[src/rtl/int_mul_seq.sv]
// -----------------------------------------------------------------------------
// int_mul_seq
//
// Sequential 56x56 unsigned multiplier using the shift-and-add method.
// Operands are captured with a valid/ready handshake. A three-state machine
// (IDLE, CALC, DONE) then processes one multiplier bit per clock, LSB first,
// into a 112-bit accumulator. The result is presented with a second
// valid/ready handshake.
//
// The latency is always 56 cycles from the accepting edge to the first cycle
// of out_valid, whatever the operand values are. A new operation can be
// accepted one cycle after a result is handed off, so back-to-back throughput
// is one result every 58 cycles.
//
// Configuration macro:
//   INT_MUL_SAT_EN - when defined, y saturates to all ones if the product
//                    does not fit in 56 bits. When undefined, y is the low
//                    56 bits of the product (wrap-around). ovf is identical
//                    in both builds.
//
// Ports:
//   clk        in   1   clock; all state changes on the rising edge
//   rst        in   1   synchronous, active-high reset
//   in_valid   in   1   operands a/b are valid
//   in_ready   out  1   block can accept operands (IDLE only)
//   a          in  56   unsigned multiplicand
//   b          in  56   unsigned multiplier
//   out_valid  out  1   result valid (DONE only)
//   out_ready  in   1   consumer accepts the result
//   y          out 56   product, low 56 bits or saturated
//   ovf        out  1   product bits [111:56] are nonzero
// -----------------------------------------------------------------------------
module int_mul_seq (
    input  logic        clk,
    input  logic        rst,
    input  logic        in_valid,
    output logic        in_ready,
    input  logic [55:0] a,
    input  logic [55:0] b,
    output logic        out_valid,
    input  logic        out_ready,
    output logic [55:0] y,
    output logic        ovf
);

    // State encoding, kept as plain constants so older tools can use them.
    localparam logic [1:0] ST_IDLE = 2'd0;
    localparam logic [1:0] ST_CALC = 2'd1;
    localparam logic [1:0] ST_DONE = 2'd2;

    localparam logic [5:0]  LAST_BIT = 6'd55;
    localparam logic [55:0] SAT_VAL  = 56'hFF_FFFF_FFFF_FFFF;

    logic [1:0]   r_state;
    logic [1:0]   w_stateNext;

    logic [55:0]  r_a;
    logic [55:0]  r_b;
    logic [111:0] r_acc;
    logic [5:0]   r_cnt;
    logic [55:0]  r_y;
    logic         r_ovf;

    logic         w_bit;
    logic         w_lastBit;
    logic [111:0] w_partial;
    logic [111:0] w_accNext;
    logic         w_ovfNext;
    logic [55:0]  w_yNext;

    // Shift-and-add datapath. The multiplicand is zero-extended to the full
    // accumulator width before it is shifted, so bits shifted past position
    // 55 are kept and the 112-bit sum never drops a carry.
    always_comb begin
        w_bit     = r_b[r_cnt];
        w_lastBit = (r_cnt == LAST_BIT);
        w_partial = {56'd0, r_a} << r_cnt;
        w_accNext = w_bit ? (r_acc + w_partial) : r_acc;
    end

    // Result formatting for the value latched on entry to DONE. It is taken
    // from w_accNext so that the contribution of bit 55 is included.
    always_comb begin
        w_ovfNext = |w_accNext[111:56];
`ifdef INT_MUL_SAT_EN
        w_yNext   = w_ovfNext ? SAT_VAL : w_accNext[55:0];
`else
        w_yNext   = w_accNext[55:0];
`endif
    end

    // Next-state logic. CALC has no early exit, which keeps the latency fixed
    // for zero operands too. DONE waits for the consumer. An accepted result
    // always passes through IDLE before new operands are taken, so a new
    // operation never starts on the handoff edge.
    always_comb begin
        w_stateNext = r_state;
        case (r_state)
            ST_IDLE: begin
                if (in_valid) begin
                    w_stateNext = ST_CALC;
                end
            end
            ST_CALC: begin
                if (w_lastBit) begin
                    w_stateNext = ST_DONE;
                end
            end
            ST_DONE: begin
                if (out_ready) begin
                    w_stateNext = ST_IDLE;
                end
            end
            default: begin
                w_stateNext = ST_IDLE;
            end
        endcase
    end

    // State register. Reset has priority over every handshake input.
    always_ff @(posedge clk) begin
        if (rst) begin
            r_state <= ST_IDLE;
        end else begin
            r_state <= w_stateNext;
        end
    end

    // Operand capture, accumulation and result registers. The operands are
    // copied on acceptance, so changes on a/b during CALC or DONE have no
    // effect. y/ovf are loaded only on the CALC->DONE transition and cleared
    // on the handoff, so they read zero in IDLE and CALC.
    always_ff @(posedge clk) begin
        if (rst) begin
            r_a   <= '0;
            r_b   <= '0;
            r_acc <= '0;
            r_cnt <= '0;
            r_y   <= '0;
            r_ovf <= 1'b0;
        end else begin
            case (r_state)
                ST_IDLE: begin
                    if (in_valid) begin
                        r_a   <= a;
                        r_b   <= b;
                        r_acc <= '0;
                        r_cnt <= '0;
                    end
                end
                ST_CALC: begin
                    r_acc <= w_accNext;
                    r_cnt <= r_cnt + 6'd1;
                    if (w_lastBit) begin
                        r_y   <= w_yNext;
                        r_ovf <= w_ovfNext;
                    end
                end
                ST_DONE: begin
                    if (out_ready) begin
                        r_y   <= '0;
                        r_ovf <= 1'b0;
                    end
                end
                default: begin
                    r_y   <= '0;
                    r_ovf <= 1'b0;
                end
            endcase
        end
    end

    // Handshake flags are decoded directly from the state register, so both
    // are glitch-free and change only on clock edges.
    always_comb begin
        in_ready  = (r_state == ST_IDLE);
        out_valid = (r_state == ST_DONE);
        y         = r_y;
        ovf       = r_ovf;
    end

endmodule

[config.mk]
export PLATFORM = sky130hd
export DESIGN_NAME = int_mul_seq
export DESIGN_NICKNAME = d
export VERILOG_FILES = /design/src/rtl/int_mul_seq.sv
export SDC_FILE = /design/constraint.sdc
export NUM_CORES = 1
export LEC_CHECK = 0
export ABC_AREA = 1
export BUFFER_PORTS_ARGS = -buffer_cell sky130_fd_sc_hd__buf_2
export CORE_MARGIN = 1
export CORE_UTILIZATION = 30
export DETAILED_ROUTE_END_ITERATION = 12
export GPL_ROUTABILITY_DRIVEN = 0
export PLACE_DENSITY = 0.42
export SYNTH_ARGS = -nofsm -noshare
export SYNTH_HDL_FRONTEND = slang
export SYNTH_SLANG_ARGS = --single-unit
[constraint.sdc]
create_clock -name clk -period 10.4 [get_ports clk]
set_input_delay 0 -clock clk [delete_from_list [all_inputs] [get_ports clk]]
set_output_delay 0 -clock clk [all_outputs]
set_load 0.005 [all_outputs]
==> results.json <==
{
  "status": "completed",
  "critPathArrivalTime_ps": 7690,
  "drt_first_pass_iters": 6,
  "fin_nets": 5482,
  "n_antenna_cell": 0,
  "clk_pin_slew_ps": 60,
  "drive_above_1_share": 0.0551,
  "instances_no_fill": 6446,
  "area_growth_syn_to_layout_pct": 16.0,
  "critical_path_class": "reg2reg",
  "grt_overflow": 0,
  "clock_path_buffers": 3,
  "synth_cells": 5083,
  "post-place-ws_ps": 3440,
  "period_share": 0.696,
  "vias": 32400,
  "dr.first_iter.drc_count": 2896,
  "setup_viol": 0,
  "critPathSlowestCell": "o21ai_0",
  "wl_per_cell_um": 20.6,
  "relSlewSlack": 0.269,
  "grt_pass1_vias": 29900,
  "die_h_um": 302,
  "vias_per_cell": 5.02,
  "htree_levels": 2,
  "ys.flop_type": "dfxtp_1",
  "path_max_fanout": 75,
  "postSynthAreaPerCell_um2": 5.32,
  "grt_pass1_wl_um": 193000,
  "finClkSkew_ps": 55.1,
  "mostFrequentLayoutCells": "nand2_1, inv_1, nor2_1",
  "grt.total_usage": 0.285,
  "reg2regPathDepth": 29,
  "clock_latency_ps": 620,
  "async_flop_share": 0,
  "crit_top_cell": "nand2_1",
  "wirelength_um": 133000,
  "pin_count": 175,
  "power_density_nw_per_um2": 111,
  "die_w_um": 302,
  "min_period_ps": 7240,
  "synth_edf_count": 0,
  "ant_nets": 0,
  "fmax_mhz": 138,
  "root_buffer": "clkbuf_16",
  "drv_slew": 0,
  "final_common_cell": "nand2_1",
  "cts_resized": 0,
  "synth_nets": 5312,
  "drv_cap": 0,
  "ys_types": 38,
  "ys_ff_latch": 289,
  "drc": 0,
  "antenna_found_initial": 1,
  "dpl.cell_count": 6245,
  "synth-seq-area-share": 0.214,
  "hold_depth": 4,
  "postCtsSetupRepairBufs": 0,
  "tns_ps": 0,
  "grt_max_degree": 114,
  "p_leak_nw": 15.7,
  "yosysWarnings": 0,
  "portBuffers": 174,
  "hold_viol": 0,
  "worst_pin_slew_ps": 1080,
  "dieArea_um2": 91300,
  "fill_cells": 10400,
  "cpPeakStageDelay_ps": 920,
  "cts_tree": "built",
  "syn_area_um2": 27000,
  "cts_buffers": 40,
  "row_count": 109,
  "critPathLaunchType": "register",
  "hpwlAfterDp_um": 108000,
  "max-vdd-ir-drop_mv": 0.106,
  "layout_setup_ws_ps": 3160,
  "end_kind": "register",
  "initial_core_util": 0.304,
  "rsz0062_at_grt": "false",
  "cp.required_ps": 10850,
  "hold_buffers": 131,
  "coreArea_um2": 88800,
  "cts.sinks": 289,
  "hold_path.class": "in2reg"
}
[synthesized netlist by cell type (all sizes together) (13+ instances only)]
master / number / area (µm²)
nand3: 337 / 1690
mux2i: 13 / 130
dfxtp: 289 / 5790
inv: 703 / 2640
clkbuf: 122 / 458
o211ai: 25 / 188
nand3b: 16 / 120
a31oi: 28 / 175
ha: 112 / 1400
buf: 81 / 399
o21ai: 373 / 1870
a21oi: 294 / 1480
o21bai: 14 / 105
nand4: 27 / 169
or2: 14 / 87.6
nand2: 1858 / 6970
nor3: 27 / 135
nor2: 647 / 2430
o22ai: 17 / 106
xnor2: 41 / 359
[area by class of cell]
class	count	area, µm²	share of cell area
multi-input cells	3884	17800	0.567
flip-flops and latches	289	5800	0.185
well taps	1165	1460	0.0465
inverters	707	2660	0.0848
clock inverters	16	203	0.00647
repair buffers	331	2390	0.0763
clock buffers	54	1070	0.0342
[path summary, 6_finish.rpt]
check	from	to	slack (ps)
setup / recovery	r_cnt[1]	ovf	3160
hold / removal	b[38]	r_b[38]	170
setup reg to reg	r_cnt[1]	ovf	3160
hold reg to reg	r_b[51]	r_b[51]	480
[layer usage]
layer,up-vias,track usage,part of all wire
met3,176,0.0234,0.057
li1,16300,-,-
met2,1022,0.462,0.45
met4,0,0.104,0.039
met1,14900,0.393,0.45
met5,-,0,0
[power by group]
group,internal (mW),switching (mW)
sequential,1.18,0.0566
clock,0.784,0.601
combinational,0.272,0.593
total,2.23,1.25
[registers in the layout (all words and copies together) (netlist names)]
signal and count:
ovf 1, r_a 56, r_acc 112, r_b 56
r_cnt 6, r_state 2, y 56
[logic make-up (layout without fill, tap and decap cells)]
group / count (synthesis) / in the layout / synth area share
adders and majority gates: 113 / 113 / 0.0526
xor gates and xnor gates: 51 / 51 / 0.0165
buffers and inverters: 910 / 1108 / 0.130
DFF: 289 / 289 / 0.214
muxes: 13 / 13 / 0.00481
and+or+nand+nor: 2942 / 2942 / 0.433
AOI/OAI and AO/OA: 765 / 765 / 0.149
[through the flow]
stage	instance area [µm²]	utilization	hold WS (ps)	power [mW]
after floorplan	27000	-	167	1.76
after global placement	28800	0.324	251	2.08
after detailed placement	28800	0.324	255	2.08
after CTS	31400	0.353	142	3.53
after global routing	31400	0.353	184	3.66
final	31400	0.353	168	3.48
[critical path, delay by kind of cell (launching register included)]
kind,cells,cell delay [ps]
adders and majority gates,1,480
buffers and inverters,4,1350
AOI/OAI and AO/OA,5,1680
and+or+nand+nor,19,3200
DFF,1,310
No activity file was read; power rests on OpenSTA's default activity.
